**config.mk**
```make
export PLATFORM = sky130hd
export DESIGN_NAME = stoch_signed_decoder
export DESIGN_NICKNAME = d
export VERILOG_FILES = /design/src/rtl/stoch_nn_pkg.sv /design/src/rtl/stoch_signed_updown.sv /design/src/rtl/stoch_signed_decoder.sv
export SDC_FILE = /design/constraint.sdc
export NUM_CORES = 1
export LEC_CHECK = 0
export CORE_ASPECT_RATIO = 1.75
export CORE_MARGIN = 4
export CORE_UTILIZATION = 60
export DETAILED_ROUTE_END_ITERATION = 12
export DONT_BUFFER_PORTS = 1
export PLACE_DENSITY = 0.72
export SKIP_LAST_GASP = 1
export SYNTH_ARGS = -nofsm -noshare
export SYNTH_HDL_FRONTEND = slang
export SYNTH_SLANG_ARGS = --single-unit
```
**constraint.sdc**
```tcl
create_clock -name CLK -period 3 [get_ports CLK]
set_input_delay 0.15 -clock CLK [delete_from_list [all_inputs] [get_ports CLK]]
set_output_delay 0.15 -clock CLK [all_outputs]
set_load 0.1 [all_outputs]
```
**src/rtl/stoch_nn_pkg.sv**
```systemverilog
// Shared definitions for the stochastic neural-network blocks.
//   state_t      : decoder FSM states (IDLE, ACCUM)
//   stoch_cw     : per-lane signed count width able to hold -window..+window
//   stoch_delta  : signed contribution of one positive/negative rail bit pair
package stoch_nn_pkg;

  typedef enum logic [0:0] {
    IDLE  = 1'b0,
    ACCUM = 1'b1
  } state_t;

  // Two extra bits over $clog2: one for the +window endpoint, one for sign.
  function automatic int stoch_cw(input int window);
    return $clog2(window) + 2;
  endfunction

  // p only -> +1, m only -> -1, equal rails cancel to 0.
  function automatic logic signed [1:0] stoch_delta(input logic p, input logic m);
    logic signed [1:0] d;
    d = 2'sd0;
    if (p && !m) begin
      d = 2'sd1;
    end else if (m && !p) begin
      d = -2'sd1;
    end
    return d;
  endfunction

endpackage

```
**src/rtl/stoch_signed_updown.sv**
```systemverilog
// Signed up/down counter for one stochastic lane.
// Ports:
//   clk, rst : clock and synchronous active-high reset
//   en       : count this cycle's rail pair
//   clear    : final sample of the window; counter restarts from 0
//   p, m     : positive / negative rail bits
//   fin      : running count including this cycle's delta (the window
//              result when sampled together with clear)
module stoch_signed_updown
  import stoch_nn_pkg::*;
#(
  parameter int CW = 10
) (
  input  logic                 clk,
  input  logic                 rst,
  input  logic                 en,
  input  logic                 clear,
  input  logic                 p,
  input  logic                 m,
  output logic signed [CW-1:0] fin
);

  logic signed [1:0]    delta;
  logic signed [CW-1:0] delta_ext;
  logic signed [CW-1:0] cnt;

  assign delta     = stoch_delta(p, m);
  assign delta_ext = {{(CW-2){delta[1]}}, delta};
  assign fin       = cnt + delta_ext;

  // Accumulate only qualified samples; on the last sample the parent captures
  // fin, so the counter restarts cleanly for the next window.
  always_ff @(posedge clk) begin
    if (rst) begin
      cnt <= '0;
    end else if (en) begin
      cnt <= clear ? '0 : fin;
    end
  end

endmodule

```
**src/rtl/stoch_signed_decoder.sv**
```systemverilog
// Converts LANES signed stochastic bitstream pairs into two's-complement
// counts integrated over WINDOW enabled samples.
// Ports:
//   CLK, RST : clock and synchronous active-high reset
//   start    : begin a conversion window (ignored while busy)
//   en       : x_p/x_m sample valid this cycle
//   x_p, x_m : positive / negative rail bits, lane i = bit i
//   y        : lane i count at y[i*CW +: CW], signed
//   y_valid  : one-cycle pulse when y has been updated
//   busy     : window in progress
// Build option: define STOCH_DECODER_CONTINUOUS_EN to run windows
// back-to-back after the first start instead of one-shot.
module stoch_signed_decoder
  import stoch_nn_pkg::*;
#(
  parameter int LANES  = 16,
  parameter int WINDOW = 256
) (
  input  logic                               CLK,
  input  logic                               RST,
  input  logic                               start,
  input  logic                               en,
  input  logic [LANES-1:0]                   x_p,
  input  logic [LANES-1:0]                   x_m,
  output logic [LANES*stoch_cw(WINDOW)-1:0]  y,
  output logic                               y_valid,
  output logic                               busy
);

  localparam int CW = stoch_cw(WINDOW);

  state_t                 state;
  logic [CW-1:0]          scnt;
  logic                   sample;
  logic                   last;
  logic [LANES*CW-1:0]    fin_flat;

  // The start-cycle sample is never counted because state is still IDLE then.
  assign sample = (state == ACCUM) && en;
  assign last   = sample && (scnt == CW'(WINDOW - 1));

  for (genvar i = 0; i < LANES; i++) begin : g_lane
    stoch_signed_updown #(.CW(CW)) u_lane (
      .clk   (CLK),
      .rst   (RST),
      .en    (sample),
      .clear (last),
      .p     (x_p[i]),
      .m     (x_m[i]),
      .fin   (fin_flat[i*CW +: CW])
    );
  end

  // FSM, shared sample counter and result registers. y is captured from the
  // lanes' fin so the final sample of the window is included.
  always_ff @(posedge CLK) begin
    if (RST) begin
      state   <= IDLE;
      scnt    <= '0;
      y       <= '0;
      y_valid <= 1'b0;
      busy    <= 1'b0;
    end else begin
      y_valid <= 1'b0;
      case (state)
        IDLE: begin
          if (start) begin
            state <= ACCUM;
            busy  <= 1'b1;
          end
        end
        ACCUM: begin
          if (last) begin
            scnt    <= '0;
            y       <= fin_flat;
            y_valid <= 1'b1;
`ifndef STOCH_DECODER_CONTINUOUS_EN
            state   <= IDLE;
            busy    <= 1'b0;
`endif
          end else if (sample) begin
            scnt <= scnt + CW'(1);
          end
        end
        default: begin
          state <= IDLE;
          busy  <= 1'b0;
        end
      endcase
    end
  end

endmodule

```
==> results of run 1 <==
## worst max-delay path: cells and delay by family, from the launching register on
family / cells / cell delay, ps
AO/OA/AOI/OAI: 1 / 210
buffers and inverters: 2 / 940
adder cells (fa/ha/maj): 1 / 190
flip-flops: 1 / 390
AND/OR/NAND/NOR: 4 / 1100
## per-stage QoR
step	worst slack [ps]	cells	utilization	power, uW	cell area [um^2]
floorplan	186.6	2770	-	6115	21000
global placement	429.5	3102	0.6245	6368	21590
detailed placement	328.6	3102	0.6245	6410	21590
CTS	20.43	3228	0.6776	10990	23420
global route	-149.9	3230	0.6786	11370	23460
finish	85.16	3230	0.6786	10930	23460
## flip-flops by register name (all words and copies together), names as in the netlist
register	cells
scnt	10
y	160
y_valid	1
busy	1
state	1
g_lane.u_lane.cnt	160
## worst min-delay path by stage
stage,cells after the start,slack (ps),endpoint
floorplan,2,310,state
global placement,1,240,y[22]
detailed placement,1,250,y[22]
CTS,3,0.004,busy
global route,2,9,y[49]
finish,2,10,y[25]
## cell usage after synthesis (13+ instances only)
| cell type | instances |
|---|---|
| nand4_1 | 30 |
| a31oi_1 | 22 |
| nor3b_1 | 14 |
| a211oi_1 | 46 |
| nand3_1 | 60 |
| and2_1 | 23 |
| nand2_1 | 320 |
| a311o_1 | 13 |
| clkbuf_1 | 169 |
| o21ai_0 | 69 |
| o21ai_1 | 112 |
| nor3_1 | 40 |
| nor2b_1 | 31 |
| o22a_1 | 13 |
| or3_1 | 77 |
| a221oi_1 | 14 |
| a21o_1 | 22 |
| nor4_1 | 23 |
| a22oi_1 | 63 |
| dfxtp_1 | 333 |
| xor2_1 | 65 |
| inv_1 | 103 |
| o22ai_1 | 29 |
| nor2_1 | 228 |
| ha_1 | 65 |
| buf_2 | 71 |
| a21boi_0 | 13 |
| nand2b_1 | 30 |
| a21oi_1 | 258 |
| xnor2_1 | 128 |
## final cells by class
| type | count | share of cell area |
|---|---|---|
| clock buffer | 48 | 0.04336 |
| timing repair buffer | 195 | 0.07413 |
| clock inverter | 13 | 0.006400 |
| antenna | 2 | 0.0002133 |
| tap | 460 | 0.02453 |
| multi-input combinational | 2072 | 0.5500 |
| inverter | 107 | 0.01712 |
| sequential | 333 | 0.2843 |
## report_power, final
group          internal (uW)  switching, uW
logic                    659            932
registers               4550            273
clock network           2640           1880
total                   7840           3080
## cells by family after synthesis
family / Yosys count / share of synthesized area
compound gates: 828 / 0.2547
fa+ha+maj: 65 / 0.03873
simple gates: 968 / 0.2283
flops: 333 / 0.3174
buf+inv: 365 / 0.07114
mux: 18 / 0.009235
xor+xnor: 193 / 0.08049
## per-layer routing
layer | GRT usage | vias up | wire [um]
met5 | 0 | - | 0
met4 | 0.1084 | 0 | 2046
met3 | 0.05532 | 123 | 3843
met2 | 0.5572 | 613 | 31390
met1 | 0.3601 | 9706 | 23810
li1 | - | 9793 | -
## repair_timing
item	4_1_cts	5_1_grt
hold endpoints to repair	223	0
buffers inserted	0	0
setup endpoints to repair	0	33
resized for setup	0	9
hold buffers	65	0
## placed cells by master, fill, tap and decap left out, drive strengths merged, types with 9 or more instances in the layout
master,synthesis,final
ha,65,65
a31oi,22,22
a211oi,49,49
or4,10,10
or3,78,78
mux2i,10,10
nand2,322,322
nor3,40,40
nand2b,30,30
o22a,13,13
xor2,65,65
a31o,9,9
a21o,22,22
a22oi,64,64
a21oi,258,258
o21ai,181,181
nor2,229,229
xnor2,128,128
and3,9,9
dfxtp,333,333
nand4,30,30
and4,12,12
dlygate4sd3,0,64
clkbuf,170,48
o22ai,29,29
and2,23,23
a32oi,11,11
buf,88,131
nor2b,31,31
a21boi,22,22
nand3b,11,11
inv,106,107
nand3,60,60
a311o,13,13
o41ai,12,12
nor4,24,24
nor3b,19,19
a22o,9,9
o31ai,9,9
a221oi,17,17
==> impl_metrics.ini, run 1 <==
[outcome]
outcome = completed

[timing]
timing.slew.headroom = 0.2448
tns_ps = 0
skew_ps = 9.460
clock.fmax_ghz = 0.3431
hold_viol_final = 0
drv_slew = 0
worstMarginPinSlew_ps = 1131
rsz0062_at_grt = yes
hold-worst-slack_ps = 14.92
finalCritPeriodShare = 0.9716
setup_viol = 0
fin_crit_ps = 2915

[worst_hold_path]
hp-class = primary input to flop
min_from = RST

[global_routing]
antenna_found_initial = 1
grt.overflow.total = 0
grt_pass1_vias = 19140
grtUsageTotal = 0.3081
grt_pass1_wl_um = 98630
grt_max_degree = 164

[clock_tree]
ctsLongestPathBuffers = 3
insertion_delay_ps = 530
cts_sinks = 333
cts_tree = built
cts_inserted_buffers = 34
htree_levels = 2
cts_root_buffer = clkbuf_16
path_clk_slew_ps = 60

[place]
dpl.hpwl_um = 38640
place_congestion = 0.9089
port_buffers = 0

[logic_synthesis]
yosysTopAreaCell = dfxtp_1
ys_seq_area_frac = 0.3174
synth-edff-count = 0
netlist_instances = 2770
syn_area_um2 = 21000
yosys_warnings = 0
syn_area_per_cell_um2 = 7.581
async_flop_share = 0
ys.flop_type = dfxtp_1
synthTopCellsByArea = dfxtp_1 32%, a21oi_1 6.1%, nand2_1 5.7%, xnor2_1 5.3%, nor2_1 4.1%
syn_nets = 2871
synth.distinct_cells = 96
ys_ff_latch = 333
yosysTopAreaCellShare = 0.3174

[floorplan]
die_width_um = 149.4
io_pins = 198
num_rows = 90
die_area_um2 = 38170
start_util = 0.6075
die_y_um = 255.5
core_um2 = 34570

[critical_path]
slowest_delay_ps = 590
cp_cell_sequence = ha_1, nand2_1, or3_1, nor4_4, buf_12, nand2_1, a21oi_1, dlygate4sd3_1
cp_max_fo = 65
reg2reg_from = scnt[0]
end_kind = flop
cpMaxStageDelayCell = dlygate4sd3_1
start_kind = flop
crit_top_cell = nand2_1
endpoint = y[144]
reg2regPathDepth = 8
crit_start = scnt[0]
rrSetupSlack_ps = 90
cp.arrival_ps = 3380
required_ps = 3470
crit_type = flop to flop
reg2reg_to = y[144]

[cells_and_area]
multi_input_area_um2 = 12900
layout-drive-gt1-share = 0.08634
num-fill-cells = 2984
synthToLayoutAreaGrowth_pct = 11.72
final_nets = 2844
ff_latch_area_um2 = 6669

[detailed_routing]
drt_iter0_markers = 1340
drt-pass1-iter-count = 5
wl_per_cell_um = 18.91
vias = 20240
drc = 0
postRouteAntennaNets = 0
vias_per_cell = 6.265
wl_um = 61090

[pwr]
power.leakage_uw = 0.008712
power.ir.vdd_worst_mv = 0.4689
power_density_nw_per_um2 = 465.8

[job]
cap_violations = 0
(Power assumes the default switching activity.)
==> run 2: changes to the inputs <==
--- a/config.mk
+++ b/config.mk
@@ -8,10 +8,13 @@
 export CORE_ASPECT_RATIO = 1.75
 export CORE_MARGIN = 4
 export CORE_UTILIZATION = 60
+export CTS_BUF_LIST = sky130_fd_sc_hd__clkbuf_4 sky130_fd_sc_hd__clkbuf_8
 export DETAILED_ROUTE_END_ITERATION = 12
 export DONT_BUFFER_PORTS = 1
+export MAX_ROUTING_LAYER = met4
 export PLACE_DENSITY = 0.72
 export SKIP_LAST_GASP = 1
+export SLEW_MARGIN = 25
 export SYNTH_ARGS = -nofsm -noshare
 export SYNTH_HDL_FRONTEND = slang
 export SYNTH_SLANG_ARGS = --single-unit
==> run 2 against run 1 <==
  * Clock power shrank 1%
  * Combinational power barely moved
  * Flip-flop and latch count stayed put
  * Global-route usage is 0.81 points higher
  * Via count grew 0.61%
  * Die area is the same
  * Final cell count is 1.6% higher
  * First-iteration DRC count is 16% lower
  * Critical path type unchanged
  * Largest power group unchanged
  * Highest routed layer unchanged
==> impl_metrics.ini, run 2 (synthesized netlist as in run 1, its figures left out) <==
[outcome]
outcome = completed

[cells_and_area]
synthToLayoutAreaGrowth_pct = 13.10
ff_latch_area_um2 = 6670
final-instance-count-excl-fill = 3283
num-fill-cells = 2986
final_nets = 2882
reg.largest.list = g_lane.u_lane.cnt x160, y x160, scnt x10
multi_input_area_um2 = 12940
layout-drive-gt1-share = 0.1024
final_cell_mix = 330 x dfxtp_1, 319 x nand2_1, 255 x a21oi_1
final_common_cell = dfxtp_1

[pwr]
power.leakage_uw = 0.008924
power.ir.vdd_worst_mv = 0.3731
power_density_nw_per_um2 = 458.7

[global_routing]
antenna_found_initial = 2
grtUsageTotal = 0.3162
grt_pass1_wl_um = 98530
grt.overflow.total = 0
grt_max_degree = 162
grt_pass1_vias = 19400

[place]
place_inst = 3102
place_congestion = 0.9181
dpl.hpwl_um = 38780
port_buffers = 0

[floorplan]
core_um2 = 34570
start_util = 0.6075
die_area_um2 = 38170
die_y_um = 255.5
num_rows = 90
die_width_um = 149.4
io_pins = 198

[timing]
worstMarginPinSlew_ps = 1101
fin_crit_ps = 2908
setup_viol = 0
hold_viol_final = 0
skew_ps = 28.96
clock.fmax_ghz = 0.3439
drv_slew = 0
tns_ps = 0
timing.slew.headroom = 0.2653
finalCritPeriodShare = 0.9693
rsz0062_at_grt = no

[clock_tree]
cts_sinks = 333
cts_inserted_buffers = 51
path_clk_slew_ps = 60
cts_tree = built
htree_levels = 2
cts_root_buffer = clkbuf_8
ctsLongestPathBuffers = 3
insertion_delay_ps = 620

[detailed_routing]
vias_per_cell = 6.201
vias = 20360
drt-pass1-iter-count = 5
drc = 0
drt_iter0_markers = 1131
postRouteAntennaNets = 0
wl_per_cell_um = 18.81
wl_um = 61760

[critical_path]
reg2regPathDepth = 7
start_kind = flop
required_ps = 3480
cp.arrival_ps = 3390
cp_max_fo = 72
crit_type = flop to flop
end_kind = flop

[job]
cap_violations = 0

[worst_hold_path]
hp-class = primary input to flop
hold_path_depth = 5
## run 2: layout make-up
class                   instances  area share
multi-input cells            2072      0.5447
diodes                          2   0.0002107
repair buffers                216     0.08160
clock buffers                  76     0.04220
well taps                     460     0.02423
flip-flops and latches        333      0.2808
clock inverters                17    0.009272
inverters                     107     0.01691
## run 2: critical path, cell delays in order (launching register included)
cell and delay (ps):
dfxtp_1 520, nand3_1 180, or4_4 600, buf_4 380
and2_1 270, o21ai_1 140, a21oi_1 80, dlygate4sd3_1 550
## run 2: stage by stage
step	cell area [um^2]	worst slack, ps	hold WS, ps	power, uW	utilization
5_1_grt	23750	0.3750	120.1	11360	0.6870
3_3_place_gp	21590	429.2	241.2	6373	0.6245
4_1_cts	23640	46.70	55.17	10940	0.6838
6_report	23750	91.98	94.49	10890	0.6870
2_1_floorplan	21000	186.6	312.3	6115	-
3_5_place_dp	21590	356.2	244.8	6413	0.6245
## run 2: what timing repair did
item / 4_1_cts / 5_1_grt
endpoints found under the hold margin: 264 / 0
gates resized for setup: 0 / 16
endpoints found under the setup margin: 0 / 27
hold buffers: 81 / 0
buffers inserted: 0 / 4
## run 2: final timing paths
kind,start,end,slack [ps]
hold / removal,x_m[12],g_lane[12].u_lane.cnt[0],90
setup reg to reg,state,g_lane[8].u_lane.cnt[4],90
setup / recovery,state,g_lane[8].u_lane.cnt[4],90
hold reg to reg,y[70],y[70],450
## run 2: per-layer routing
metal / GRT usage / wire (um) / up-vias
li1: - / - / 9878
met1: 0.3598 / 24300 / 9741
met2: 0.5610 / 31640 / 584
met3: 0.05213 / 3801 / 155
met4: 0.1013 / 2025 / 0
met5: - / 0 / -
## run 2: report_power, final
group	internal [uW]	total (uW)	switching [uW]	leakage [uW]
sequential	4550	4830	276	0.00269
clock	2580	4470	1890	0.000631
combinational	666	1600	935	0.00560
==> run 3: changes to the inputs <==
--- a/config.mk
+++ b/config.mk
@@ -12,7 +12,7 @@
 export DETAILED_ROUTE_END_ITERATION = 12
 export DONT_BUFFER_PORTS = 1
 export MAX_ROUTING_LAYER = met4
-export PLACE_DENSITY = 0.72
+export PLACE_DENSITY = 0.76
 export SKIP_LAST_GASP = 1
 export SLEW_MARGIN = 25
 export SYNTH_ARGS = -nofsm -noshare
==> run 3 against run 2 <==
  * Clock power decreased by 4%
  * First-iteration DRC count up 15%
  * Final cell count is 0.24% lower
  * Global-route usage rose by 0.16 points
  * Flip-flop and latch count unchanged
  * Count of clock-buffer cells in the layout did not move
  * Register-to-register slack gained 30 ps
  * Wire length is 0.12% higher
  * Design area fell by 0.70%
==> impl_metrics.ini, run 3 (synthesized netlist as in run 1, its figures left out) <==
[outcome]
outcome = completed

[floorplan]
die_area_um2 = 38170
start_util = 0.6075
die_width_um = 149.4
die_y_um = 255.5
num_rows = 90
core_um2 = 34570
io_pins = 198

[global_routing]
top_usage_layer = met2
grt_use_met3 = 0.05195
grt.overflow.total = 0
grt_pass1_wl_um = 99040
grt_pass1_vias = 19670
grtUsageMet2 = 0.5554
grt.met1_usage = 0.3534
antenna_found_initial = 2
grtUsageTotal = 0.3179
grt_max_degree = 166

[cells_and_area]
reg.largest.list = g_lane.u_lane.cnt x160, y x160, scnt x10
num-fill-cells = 2934
layout-drive-gt1-share = 0.09886
final_cell_mix = 331 x dfxtp_1, 319 x nand2_1, 257 x a21oi_1
utilization = 0.6822
fin_area_um2 = 23580
final_nets = 2875
final_common_cell = dfxtp_1
synthToLayoutAreaGrowth_pct = 12.30

[pwr]
power.leakage_uw = 0.008853
p_switching_uw = 3073
p_comb_frac = 0.149
power_density_nw_per_um2 = 454.1
power.ir.vdd_worst_mv = 0.4293
pwr-share-clk = 0.400
p_int_uw = 7636
p_sw_frac = 0.2870
p_seq_frac = 0.450

[timing]
drv_slew = 0
skew_ps = 17.54
worstMarginPinSlew_ps = 1101
clock.fmax_ghz = 0.3479
setup_viol = 0
hold_viol_final = 0
finalCritPeriodShare = 0.9582
timing.slew.headroom = 0.2648
fin_crit_ps = 2874

[place]
dpl.hpwl_um = 39040
place_congestion = 0.9147
port_buffers = 0
dpl-instance-area_um2 = 21580

[critical_path]
start_kind = flop
cp.arrival_ps = 3410
cp_max_fo = 4
crit_type = flop to flop
end_kind = flop
required_ps = 3530

[detailed_routing]
wl_per_cell_um = 18.88
drt_iter0_markers = 1298
drc = 0
wl_um = 61840
postRouteAntennaNets = 0
vias_per_cell = 6.283
vias = 20580
drt-pass1-iter-count = 5

[clock_tree]
path_clk_slew_ps = 70
insertion_delay_ps = 610
cts_sinks = 333
cts_tree = built
cts_inserted_buffers = 50
htree_levels = 2
cts_root_buffer = clkbuf_8
ctsLongestPathBuffers = 3

[job]
cap_violations = 0

[worst_hold_path]
hp-class = primary input to flop
run 3: cell types whose count changed in the layout (fill, tap and decap cells not counted), sizes merged:
cell         delta
buf             -1
bufinv          -1
clkinv          +1
clkinvlp        -3
diode           +1
dlygate4sd3     -5
run 3: routing by layer:
layer	share of wire	up-vias
met4	0.047	0
met1	0.38	9787
met2	0.51	724
li1	-	9853
met5	0	-
met3	0.066	213
run 3: timing repair:
item	in CTS	in global routing
gates resized for setup	0	8
hold endpoints to repair	260	0
buffers inserted	0	4
setup endpoints to repair	0	16
hold buffers	76	0
run 3: power groups by stage:
stage	registers [uW]	clock network (uW)	logic [uW]
finish	4820	4290	1600
floorplan	4720	0	1390
CTS	4810	4370	1570
global route	4850	4540	1770
global placement	4900	0	1450
detailed placement	4910	0	1500
run 3: cell type report:
cell class / count / area (um^2) / area share
well taps: 460 / 575.6 / 0.02440
repair buffers: 210 / 1884 / 0.07990
clock inverters: 14 / 172.7 / 0.007321
inverters: 107 / 401.6 / 0.01703
clock buffers: 76 / 977.2 / 0.04143
multi-input cells: 2072 / 12900 / 0.5468
flip-flops and latches: 333 / 6669 / 0.2828
diodes: 3 / 7.507 / 0.0003183
run 3: through the flow:
step	instances	setup slack, ps	power, uW	hold slack [ps]	TNS [ps]
finish	3275	125.5	10710	49.00	0
global route	3275	-31.44	11160	6.596	-31.44
CTS	3267	61.50	10750	0.2026	0
detailed placement	3101	290.3	6408	248.4	0
global placement	3101	429.3	6353	244.6	0
floorplan	2770	186.6	6115	312.3	0
run 3: worst max-delay path, stage by stage (launching register included):
cell and delay, ps:
dfxtp_1 320, ha_1 250, ha_1 240, or3_1 310, a21oi_1 250, nor2_1 120
xnor2_1 300, xnor2_1 210, nand2_1 90, a21oi_1 150, dlygate4sd3_1 570
run 3: final timing paths:
check	from	to	slack (ps)	depth (start not counted)
hold / removal	RST	g_lane[10].u_lane.cnt[5]	50	4
setup / recovery	g_lane[3].u_lane.cnt[0]	y[34]	130	10
hold reg to reg	y[70]	y[70]	460	2
setup reg to reg	g_lane[3].u_lane.cnt[0]	y[34]	130	10
